<file path="config.mk">
export PLATFORM = sky130hd
export DESIGN_NAME = conv_mode_sequencer_flat
export DESIGN_NICKNAME = d
export VERILOG_FILES = /design/src/rtl/conv_pkg.sv /design/src/rtl/conv_mode_sequencer_if.sv /design/src/rtl/conv_mode_data_reg.sv /design/src/rtl/conv_mode_sequencer.sv /design/src/flat_wrapper.sv
export SDC_FILE = /design/constraint.sdc
export NUM_CORES = 1
export LEC_CHECK = 0
export CORE_AREA = 2 2 613 615
export DETAILED_ROUTE_END_ITERATION = 10
export DIE_AREA = 0 0 615 617
export HOLD_SLACK_MARGIN = 0.06
export SLEW_MARGIN = 25
export SYNTH_ARGS = -nofsm -noshare
export SYNTH_HDL_FRONTEND = slang
export SYNTH_HIERARCHICAL = 1
export SYNTH_SLANG_ARGS = --single-unit
</file>
<file path="constraint.sdc">
create_clock -name clk -period 3.1 [get_ports clk]
set_input_delay 0.62 -clock clk [delete_from_list [all_inputs] [get_ports clk]]
set_output_delay 0.62 -clock clk [all_outputs]
set_load 0.02 [all_outputs]
</file>
<file path="src/rtl/conv_pkg.sv">
// Shared definitions for the convolution mode sequencer: mode encodings,
// sequencer states and the default drain length.
package conv_pkg;

    localparam int unsigned MODE_CONV      = 0;
    localparam int unsigned MODE_TRANSCONV = 1;

    typedef enum logic [2:0] {
        ST_RUN       = 3'd0,
        ST_WAIT_IDLE = 3'd1,
        ST_DRAIN     = 3'd2,
        ST_FLUSH     = 3'd3,
        ST_ARM       = 3'd4
    } seq_state_e;

    // A zero wavefront must cross both array dimensions plus one register stage.
    function automatic int unsigned drain_cycles_default(input int unsigned dim);
        return 2 * dim + 1;
    endfunction

endpackage

</file>
<file path="src/rtl/conv_mode_sequencer_if.sv">
// Bundle of request handshake, per-mode source buses and array-side outputs
// of the mode sequencer.
interface conv_mode_sequencer_if #(
    parameter int unsigned DW        = 16,
    parameter int unsigned Dimension = 16,
    parameter int unsigned NUM_MODES = 2,
    parameter int unsigned MODE_W    = 2
);
    localparam int unsigned BW = DW * Dimension;

    logic [MODE_W-1:0]       mode_req;
    logic                    mode_req_valid;
    logic                    mode_req_ready;
    logic                    mode_req_err;
    logic                    src_busy;
    logic [NUM_MODES*BW-1:0] weight_in_bus;
    logic [NUM_MODES*BW-1:0] ifmap_in_bus;
    logic [NUM_MODES-1:0]    in_valid;
    logic [BW-1:0]           weight_to_array;
    logic [BW-1:0]           ifmap_to_array;
    logic                    array_valid;
    logic [NUM_MODES-1:0]    ctrl_enable;
    logic                    array_flush;
    logic [MODE_W-1:0]       active_mode;
    logic                    switching;
    logic                    switch_done;

    modport master (
        output mode_req, mode_req_valid, src_busy, weight_in_bus, ifmap_in_bus, in_valid,
        input  mode_req_ready, mode_req_err, weight_to_array, ifmap_to_array, array_valid,
               ctrl_enable, array_flush, active_mode, switching, switch_done
    );

    modport slave (
        input  mode_req, mode_req_valid, src_busy, weight_in_bus, ifmap_in_bus, in_valid,
        output mode_req_ready, mode_req_err, weight_to_array, ifmap_to_array, array_valid,
               ctrl_enable, array_flush, active_mode, switching, switch_done
    );

endinterface

</file>
<file path="src/rtl/conv_mode_data_reg.sv">
// Selects the active mode's weight/ifmap slice and registers it toward the
// array, with hold, force-zero (drain) and valid generation.
module conv_mode_data_reg #(
    parameter int unsigned DW        = 16,
    parameter int unsigned Dimension = 16,
    parameter int unsigned NUM_MODES = 2,
    parameter int unsigned MODE_W    = 2
) (
    input  logic                                 clk,
    input  logic                                 rst,
    input  logic [MODE_W-1:0]                    i_sel,
    input  logic                                 i_load,
    input  logic                                 i_zero,
    input  logic [NUM_MODES*DW*Dimension-1:0]    i_weight_bus,
    input  logic [NUM_MODES*DW*Dimension-1:0]    i_ifmap_bus,
    output logic [DW*Dimension-1:0]              o_weight,
    output logic [DW*Dimension-1:0]              o_ifmap,
    output logic                                 o_valid
);
    localparam int unsigned BW = DW * Dimension;

    logic [BW-1:0] w_weight_sel;
    logic [BW-1:0] w_ifmap_sel;
    logic [BW-1:0] r_weight;
    logic [BW-1:0] r_ifmap;
    logic          r_valid;

    always_comb begin
        w_weight_sel = '0;
        w_ifmap_sel  = '0;
        for (int m = 0; m < NUM_MODES; m++) begin
            if (i_sel == MODE_W'(m)) begin
                w_weight_sel = i_weight_bus[m*BW +: BW];
                w_ifmap_sel  = i_ifmap_bus[m*BW +: BW];
            end
        end
    end

    // Drain zeros take priority; they are still flagged valid so they propagate.
    always_ff @(posedge clk) begin
        if (rst) begin
            r_weight <= '0;
            r_ifmap  <= '0;
            r_valid  <= 1'b0;
        end else if (i_zero) begin
            r_weight <= '0;
            r_ifmap  <= '0;
            r_valid  <= 1'b1;
        end else if (i_load) begin
            r_weight <= w_weight_sel;
            r_ifmap  <= w_ifmap_sel;
            r_valid  <= 1'b1;
        end else begin
            r_valid  <= 1'b0;
        end
    end

    assign o_weight = r_weight;
    assign o_ifmap  = r_ifmap;
    assign o_valid  = r_valid;

endmodule

</file>
<file path="src/rtl/conv_mode_sequencer.sv">
// Multi-mode front end of the convolution array: muxes the active mode's data
// into the array and sequences mode changes through wait-idle, drain, flush, arm.
module conv_mode_sequencer
    import conv_pkg::*;
#(
    parameter int unsigned DW           = 16,
    parameter int unsigned Dimension    = 16,
    parameter int unsigned NUM_MODES    = 2,
    parameter int unsigned MODE_W       = 2,
    parameter int unsigned DRAIN_CYCLES = drain_cycles_default(Dimension),
    parameter int unsigned FLUSH_CYCLES = 2
) (
    input logic                   clk,
    input logic                   rst,
    conv_mode_sequencer_if.slave  bus_if
);
    localparam int unsigned BW     = DW * Dimension;
    localparam int unsigned MAX_PH = (DRAIN_CYCLES > FLUSH_CYCLES) ? DRAIN_CYCLES : FLUSH_CYCLES;
    localparam int unsigned CNT_W  = $clog2(MAX_PH) + 1;

    seq_state_e           r_state, w_state_n;
    logic [CNT_W-1:0]     r_cnt, w_cnt_n;
    logic [MODE_W-1:0]    r_pending, w_pending_n;
    logic [MODE_W-1:0]    r_active_mode, w_active_n;
    logic [NUM_MODES-1:0] r_ctrl_enable, w_enable_n;
    logic [NUM_MODES-1:0] w_onehot;
    logic                 r_ready, r_err, r_done, r_flush, r_switching;
    logic                 w_err_n, w_done_n;
    logic                 w_req_bad, w_active_valid, w_load, w_zero;
    logic [BW-1:0]        w_weight, w_ifmap;
    logic                 w_array_valid;

    always_comb begin
        w_req_bad      = 32'(bus_if.mode_req) >= NUM_MODES;
        w_active_valid = 1'b0;
        w_onehot       = '0;
        for (int m = 0; m < NUM_MODES; m++) begin
            if (r_active_mode == MODE_W'(m)) w_active_valid = bus_if.in_valid[m];
            w_onehot[m] = (r_pending == MODE_W'(m));
        end
    end

    // Next-state and next-output decode.
    always_comb begin
        w_state_n   = r_state;
        w_cnt_n     = r_cnt;
        w_pending_n = r_pending;
        w_active_n  = r_active_mode;
        w_enable_n  = r_ctrl_enable;
        w_err_n     = 1'b0;
        w_done_n    = 1'b0;
        unique case (r_state)
            ST_RUN: begin
                if (bus_if.mode_req_valid) begin
                    if (w_req_bad) begin
                        w_err_n = 1'b1;
                    end else if (bus_if.mode_req == r_active_mode) begin
                        w_done_n = 1'b1;
                    end else begin
                        w_pending_n = bus_if.mode_req;
                        w_state_n   = ST_WAIT_IDLE;
                    end
                end
            end
            ST_WAIT_IDLE: begin
                if (!bus_if.src_busy) begin
                    w_state_n  = ST_DRAIN;
                    w_cnt_n    = CNT_W'(DRAIN_CYCLES - 1);
                    w_enable_n = '0;
                end
            end
            ST_DRAIN: begin
                if (r_cnt == '0) begin
                    w_state_n = ST_FLUSH;
                    w_cnt_n   = CNT_W'(FLUSH_CYCLES - 1);
                end else begin
                    w_cnt_n = r_cnt - CNT_W'(1);
                end
            end
            ST_FLUSH: begin
                if (r_cnt == '0) begin
                    w_state_n  = ST_ARM;
                    w_active_n = r_pending;
                    w_enable_n = w_onehot;
                    w_done_n   = 1'b1;
                end else begin
                    w_cnt_n = r_cnt - CNT_W'(1);
                end
            end
            ST_ARM: begin
                w_state_n = ST_RUN;
            end
            default: begin
                w_state_n = ST_RUN;
            end
        endcase
        w_load = (r_state == ST_RUN) && w_active_valid;
        w_zero = (w_state_n == ST_DRAIN);
    end

    always_ff @(posedge clk) begin
        if (rst) begin
            r_state       <= ST_RUN;
            r_cnt         <= '0;
            r_pending     <= '0;
            r_active_mode <= MODE_W'(MODE_CONV);
            r_ctrl_enable <= NUM_MODES'(1);
            r_ready       <= 1'b1;
            r_err         <= 1'b0;
            r_done        <= 1'b0;
            r_flush       <= 1'b0;
            r_switching   <= 1'b0;
        end else begin
            r_state       <= w_state_n;
            r_cnt         <= w_cnt_n;
            r_pending     <= w_pending_n;
            r_active_mode <= w_active_n;
            r_ctrl_enable <= w_enable_n;
            r_ready       <= (w_state_n == ST_RUN);
            r_err         <= w_err_n;
            r_done        <= w_done_n;
            r_flush       <= (w_state_n == ST_FLUSH);
            r_switching   <= (w_state_n != ST_RUN);
        end
    end

    conv_mode_data_reg #(
        .DW        (DW),
        .Dimension (Dimension),
        .NUM_MODES (NUM_MODES),
        .MODE_W    (MODE_W)
    ) u_data_reg (
        .clk          (clk),
        .rst          (rst),
        .i_sel        (r_active_mode),
        .i_load       (w_load),
        .i_zero       (w_zero),
        .i_weight_bus (bus_if.weight_in_bus),
        .i_ifmap_bus  (bus_if.ifmap_in_bus),
        .o_weight     (w_weight),
        .o_ifmap      (w_ifmap),
        .o_valid      (w_array_valid)
    );

    assign bus_if.mode_req_ready  = r_ready;
    assign bus_if.mode_req_err    = r_err;
    assign bus_if.switch_done     = r_done;
    assign bus_if.array_flush     = r_flush;
    assign bus_if.switching       = r_switching;
    assign bus_if.active_mode     = r_active_mode;
    assign bus_if.ctrl_enable     = r_ctrl_enable;
    assign bus_if.weight_to_array = w_weight;
    assign bus_if.ifmap_to_array  = w_ifmap;
    assign bus_if.array_valid     = w_array_valid;

endmodule

</file>
<file path="src/flat_wrapper.sv">
// flat-port wrapper written by rule: the top's interface ports become plain ports
module conv_mode_sequencer_flat import conv_pkg::*;
#(
    parameter int unsigned DW           = 16,
    parameter int unsigned Dimension    = 16,
    parameter int unsigned NUM_MODES    = 2,
    parameter int unsigned MODE_W       = 2,
    parameter int unsigned DRAIN_CYCLES = drain_cycles_default(Dimension),
    parameter int unsigned FLUSH_CYCLES = 2
)
  (clk, rst, bus_if_mode_req, bus_if_mode_req_valid, bus_if_src_busy, bus_if_weight_in_bus, bus_if_ifmap_in_bus, bus_if_in_valid, bus_if_mode_req_ready, bus_if_mode_req_err, bus_if_weight_to_array, bus_if_ifmap_to_array, bus_if_array_valid, bus_if_ctrl_enable, bus_if_array_flush, bus_if_active_mode, bus_if_switching, bus_if_switch_done);
  conv_mode_sequencer_if #(.DW(DW), .Dimension(Dimension), .NUM_MODES(NUM_MODES), .MODE_W(MODE_W)) bus_if_i ();
  input logic clk;
  input logic rst;
  input wire logic [$bits(bus_if_i.mode_req)-1:0] bus_if_mode_req;
  input wire logic [$bits(bus_if_i.mode_req_valid)-1:0] bus_if_mode_req_valid;
  input wire logic [$bits(bus_if_i.src_busy)-1:0] bus_if_src_busy;
  input wire logic [$bits(bus_if_i.weight_in_bus)-1:0] bus_if_weight_in_bus;
  input wire logic [$bits(bus_if_i.ifmap_in_bus)-1:0] bus_if_ifmap_in_bus;
  input wire logic [$bits(bus_if_i.in_valid)-1:0] bus_if_in_valid;
  output wire logic [$bits(bus_if_i.mode_req_ready)-1:0] bus_if_mode_req_ready;
  output wire logic [$bits(bus_if_i.mode_req_err)-1:0] bus_if_mode_req_err;
  output wire logic [$bits(bus_if_i.weight_to_array)-1:0] bus_if_weight_to_array;
  output wire logic [$bits(bus_if_i.ifmap_to_array)-1:0] bus_if_ifmap_to_array;
  output wire logic [$bits(bus_if_i.array_valid)-1:0] bus_if_array_valid;
  output wire logic [$bits(bus_if_i.ctrl_enable)-1:0] bus_if_ctrl_enable;
  output wire logic [$bits(bus_if_i.array_flush)-1:0] bus_if_array_flush;
  output wire logic [$bits(bus_if_i.active_mode)-1:0] bus_if_active_mode;
  output wire logic [$bits(bus_if_i.switching)-1:0] bus_if_switching;
  output wire logic [$bits(bus_if_i.switch_done)-1:0] bus_if_switch_done;
  assign bus_if_i.mode_req = bus_if_mode_req;
  assign bus_if_i.mode_req_valid = bus_if_mode_req_valid;
  assign bus_if_i.src_busy = bus_if_src_busy;
  assign bus_if_i.weight_in_bus = bus_if_weight_in_bus;
  assign bus_if_i.ifmap_in_bus = bus_if_ifmap_in_bus;
  assign bus_if_i.in_valid = bus_if_in_valid;
  assign bus_if_mode_req_ready = bus_if_i.mode_req_ready;
  assign bus_if_mode_req_err = bus_if_i.mode_req_err;
  assign bus_if_weight_to_array = bus_if_i.weight_to_array;
  assign bus_if_ifmap_to_array = bus_if_i.ifmap_to_array;
  assign bus_if_array_valid = bus_if_i.array_valid;
  assign bus_if_ctrl_enable = bus_if_i.ctrl_enable;
  assign bus_if_array_flush = bus_if_i.array_flush;
  assign bus_if_active_mode = bus_if_i.active_mode;
  assign bus_if_switching = bus_if_i.switching;
  assign bus_if_switch_done = bus_if_i.switch_done;
  conv_mode_sequencer #(.DW(DW), .Dimension(Dimension), .NUM_MODES(NUM_MODES), .MODE_W(MODE_W), .DRAIN_CYCLES(DRAIN_CYCLES), .FLUSH_CYCLES(FLUSH_CYCLES)) u_core (.clk(clk), .rst(rst), .bus_if(bus_if_i));
endmodule
</file>
Yosys cells after proc, flatten, opt, wreduce, memory -nomap -nowiden
Index checks and enable logic that the tools add are counted.

Bitwise logic cells: 4. Reduce and logical (&&, ||, !) cells: 15. Equal/unequal tests: 11. Add/subtract/negate cells: 1. Muxes and demuxes: 28. Magnitude comparators: 1.

Operators by type and width (count): $mux 256 (4); $mux 7 (3); $pmux 7 s3 (1); $mux 3 (6); $eq 3x2->1 const B (4); $pmux 3 s4 (1); $mux 1 (9); $logic_not 7->1 (1); $sub 7x1->7 const B (1); $logic_not 3->1 (2); $reduce_and 3->1 (2); $reduce_bool 3->1 (2); $eq 2x1->1 const B (2); $logic_not 2->1 (2); $mux 2 (2); $ne 2x2->1 const B (2); $not 1->1 (4); $pmux 2 s2 (1); $reduce_and 4->1 (1); $eq 3x1->1 const B (1); $reduce_or 3->1 (1); $eq 2x2->1 (1); $ge 2x2->1 const B (1); $ne 2x1->1 const B (1); other kinds (5) (5).

Flip-flop bits (word level): 534. Bits of input ports: 1032. Word-level logic and storage cells: 73. Output and inout bits: 522.

Depth between registers and ports, before layout
Depth after elaboration: 7. Mapped depth: 11. Mapped depth without buffers: 8.

By module
Netlist, hierarchy kept.

By module, submodules not included: conv_mode_data_reg (area an instance 21007.6 µm², cells an instance 1711, seq. area each 10269.8 µm², instances 1); conv_mode_sequencer (area an instance 1096.1 µm², cells an instance 125, seq. area each 420.4 µm², instances 1).

Least setup slack after synthesis
Ideal clock, no wire load.

Path kind: reg-to-reg. From: reg u_core.r_cnt[0]. To: reg u_core.u_data_reg.r_ifmap[100], in the netlist u_core/u_data_reg/o_ifmap[100]. Arrival time: 2.483 ns. Path slack: 0.547 ns. Path buffers: 3. Required time: 3.030 ns. Period minus slack after synthesis: 2.553 ns. Stages on the path, launching flop included: 12. Path through: dfxtp_1 -> inv_1 -> ha_1 -> nor3b_1 -> and2_1 -> mux2i_1 -> and3b_1 -> or4b_1 -> buf_2 -> buf_6 -> buf_6 -> o2bb2ai_1.

Longest elaborated chain between the ends: 5. Elaborated cells between the ends (all ways): 6. Classes of those cells: 1 x eq/ne; 3 x mux; 2 x reduce/logical.

RTL lines: start, declared (line conv_mode_sequencer.sv:22) `logic [CNT_W-1:0] r_cnt, w_cnt_n;`; start signal, assigned (line conv_mode_sequencer.sv:115) `r_cnt <= w_cnt_n;`; $logic_not 7->1 * (line conv_mode_sequencer.sv:73, conv_mode_sequencer.sv:81); $mux 3 (on tied branches) (line conv_mode_sequencer.sv:81, conv_mode_sequencer.sv:73); $pmux 3 s4 * (line conv_mode_sequencer.sv:52) `unique case (r_state)`; $eq 3x2->1 * (line conv_mode_sequencer.sv:98) `w_zero = (w_state_n == ST_DRAIN);`; via u_core.w_zero (line conv_mode_sequencer.sv:29) `logic w_req_bad, w_active_valid, w_load, w_zero;`; $reduce_or 2->1 (no source line) *; end signal, assigned (line conv_mode_data_reg.sv:51) `r_ifmap <= w_ifmap_sel;`; end, declared (line conv_mode_data_reg.sv:25) `logic [BW-1:0] r_ifmap;`.

The timed path passes the listed nets; every way through them passes the cells marked *. A chain may end at the register's enable or synchronous reset.

Final worst setup path
From: reg u_core.r_state[2]. To: reg u_core.u_data_reg.r_ifmap[142], in the netlist u_core/u_data_reg/o_ifmap[142].

Longest elaborated chain between the ends: 6. Elaborated cells between the ends (all ways): 14. Classes of those cells: 4 x eq/ne; 7 x mux; 3 x reduce/logical.

RTL lines: start, declared (line conv_mode_sequencer.sv:21) `seq_state_e r_state, w_state_n;`; start signal, assigned (line conv_mode_sequencer.sv:114) `r_state <= w_state_n;`; $mux 3 (line conv_mode_sequencer.sv:57) `end else if (bus_if.mode_req == r_active_mode) begin`; $mux 3 (line conv_mode_sequencer.sv:55) `if (w_req_bad) begin`; $mux 3 (line conv_mode_sequencer.sv:54) `if (bus_if.mode_req_valid) begin`; $pmux 3 s4 * (line conv_mode_sequencer.sv:52); $eq 3x2->1 * (line conv_mode_sequencer.sv:98); via u_core.w_zero (line conv_mode_sequencer.sv:29); $reduce_or 2->1 (no source line) *.

Marked as above.

==> run metrics <==
CORE AREA around 370000 µm²; post-route setup TNS 0 ns; Setup WS post-layout between 0.3 and 0.4 ns; DP Wirelength between 200000 and 250000 µm; worst hold slack approximately 0.45 ns; Power Internal 15.30 mW; Max VDD drop roughly 370 µV; Leakage 14.06 nW; Clock Skew 0.07052 ns; origin of the critical flop-to-flop path u_core/r_state[2]; Synth area leaders dfxtp_1 (48%), mux2i_1 (23%), o2bb2ai_1 (20%), buf_6 (2.8%), buf_2 (1.2%); CTS clk-pin slew, worst paths 0.06 ns; via total after detailed routing 23025; Sink Count 534; Yosys top cell area share 0.4836; Setup CP Type flop to flop; Layout Utilization 0.1244; die area 379500 µm²; TritonCTS clock tree done; Design Power 22.31 mW; die extent in x 615 µm; final setup fails 0; Yosys reg bits 534; RD Place Congestion 0.9051; crit-path max cell delay 0.59 ns; clock power share 0.398; worst-margin pin slew 1.041 ns; worst skew pair latency 0.80 ns; cell mode on critical path buf_12; Yosys top cell by area dfxtp_1; synth cell count leaders dfxtp_1 (534), mux2i_1 (517), o2bb2ai_1 (512), clkbuf_1 (68), buf_6 (55); Post-CTS Hold Buffers 0; Final min period 2.795 ns; post-cts resize count 0; Post-layout nets 4442; logic gate share of total power 0.252; H-tree levels 3; post-synthesis sequential area ratio 0.4836; worst r2r dst u_core/u_data_reg/o_ifmap[142]; Power per Cell Area between 400 and 500 nW/µm²; CP Capture Type flop; DRC violations left 0; CP cell instances nand2b_1, a41oi_1, nor2_1, and3b_1, or4b_4, buf_12, buf_12, o2bb2ai_1; grt total ovfl 0; final hold violation count 0; final slew viol count 0; most common cell in the synthesized netlist dfxtp_1; Avg Vias per Cell 2.703; Worst setup startpoint u_core/r_state[2]; Tcrit/Tclk final 0.9017; starting density of the core 0.05917; Die Ht 617 µm; num rows 225; Ys Warns 6; Cell variety after synth 46; Critical path destination u_core/u_data_reg/o_ifmap[142]; Psw 7.017 mW; max_slew headroom 0.3063; setup bufs post-CTS 0; Required @ worst endpoint 3.75 ns; max-cap check violation count 0; RSZ-0062 raised after global routing no; 1st-iter DRT viols 1516; pin count of the biggest net entering global routing 131; Crit path buffers/inverters 2; number of synthesized flops with an enable pin 0; Num CTS Buffers 74; CTS Root Cell clkbuf_16; Placement Setup Slack -0.1513 ns; Buffers on Ports 1553; WP depth 8; Tot GR Track Use 0.1252; ys flop type dfxtp_1; Net Sw Frac 0.3145; cell family with most CP delay simple AND/OR/NAND/NOR gates; Critical Path AT 3.45 ns; Antenna Nets Post-Route 0; Mapped Area ~22000 µm²; worst-path maximum fanout 49; type of the worst min-delay path input port to flop; vias in the first global route approximately 22000; design area 46460 µm²; drt pass-1 iters 5; Ports 1554; reg2reg path depth 8; layout cell share with drive strength beyond 1 0.08495; Total Wirelength 248300 µm; Synth-to-Final Area Change 110.2%; critical path's slowest cell or4b_4; fmax 357.7 MHz; status finished clean; Clock Tree Buf Depth 4; placed cell area 43860 µm²; fin cells 8518; initial antenna violation count ~150; sequential power share 0.350; Cells after DPL 8326; Post-Syn Instances between 1500 and 2000; reg2reg setup slack 0.30 ns; syn_nets 2870; Critical Path Source Type flop; Async SR Flop Fraction 0; global-route wire length before repair 295800 µm; syn_area_per_cell 12.04 µm²; wire per inst approximately 29 µm
==> how the worst min path moves through the flow <==
| stage | from | to | slack [ns] | depth (start not counted) |
|---|---|---|---|---|
| floorplan | u_core/r_pending[0] | u_core/r_pending[0] | 0.46 | 2 |
| global placement | u_core/u_data_reg/o_weight[141] | u_core/u_data_reg/o_weight[141] | 0.44 | 1 |
| detailed placement | u_core/u_data_reg/o_ifmap[53] | u_core/u_data_reg/o_ifmap[53] | 0.45 | 1 |
| CTS | bus_if_weight_in_bus[11] | u_core/u_data_reg/o_weight[11] | 0.35 | 3 |
| global route | bus_if_ifmap_in_bus[492] | u_core/u_data_reg/o_ifmap[236] | 0.42 | 3 |
| finish | bus_if_weight_in_bus[58] | u_core/u_data_reg/o_weight[58] | 0.45 | 3 |
==> layout make-up <==
type	instances	area (µm²)
inverter	6	22.52
fill	42580	327100
antenna	63	157.7
tap	4994	6248
sequential	534	10690
timing repair buffer	1672	16630
clock inverter	34	381.6
multi-input combinational	1120	10260
clock buffer	95	2063
==> power groups by stage <==
| stage | combinational (mW) | clock [mW] | sequential (mW) |
|---|---|---|---|
| after global placement | 5.73 | 0 | 7.94 |
| final | 5.62 | 8.89 | 7.81 |
| after CTS | 5.75 | 9.30 | 7.81 |
| after floorplan | 1.00 | 0 | 8.56 |
| after global routing | 5.92 | 9.49 | 7.87 |
| after detailed placement | 5.74 | 0 | 7.94 |
==> layout by cell type, fill, tap and decap left out, drive strengths merged, types with 6 or more instances in the layout <==
cell           count
clkdlybuf4s50   1506
dfxtp            534
mux2i            517
o2bb2ai          512
buf              166
clkbuf            95
diode             63
clkinv            15
nor2              14
inv               13
a21oi              8
nor3               8
nand2              7
bufinv             6
clkinvlp           6
o21ai              6
==> worst min-delay path, cell delays in order <==
cell	delay [ns]
clkdlybuf4s50_1	0.40
mux2i_1	0.12
o2bb2ai_1	0.06
==> kinds of logic after synthesis <==
group	after synthesis	share of synthesized area
AO/OA/AOI/OAI	543	0.2123
flip-flops	534	0.4836
multiplexers	517	0.2341
buffers and inverters	182	0.05259
AND/OR/NAND/NOR	57	0.01579
adder cells (fa/ha/maj)	2	0.001132
XOR/XNOR	1	0.0003963
==> state kept, by name, summed over array words and instances (netlist names) <==
register,count
u_core/u_data_reg/o_ifmap,256
u_core/bus_if.mode_req_err,1
u_core/u_data_reg/o_weight,256
u_core/u_data_reg/o_valid,1
u_core/r_state,3
u_core/bus_if.active_mode,2
u_core/r_cnt,7
u_core/bus_if.mode_req_ready,1
u_core/r_pending,2
u_core/bus_if.array_flush,1
u_core/bus_if.ctrl_enable,2
u_core/bus_if.switching,1
u_core/bus_if.switch_done,1
==> metal layers <==
metal	vias to the layer above	global-route usage	wire (µm)
met2	1310	0.1871	104000
met4	116	0.03542	8658
met3	440	0.09740	44340
met1	10790	0.1356	90520
met5	-	0	791
li1	10369	-	-
Note: power is estimated with default switching activity, not from simulation.
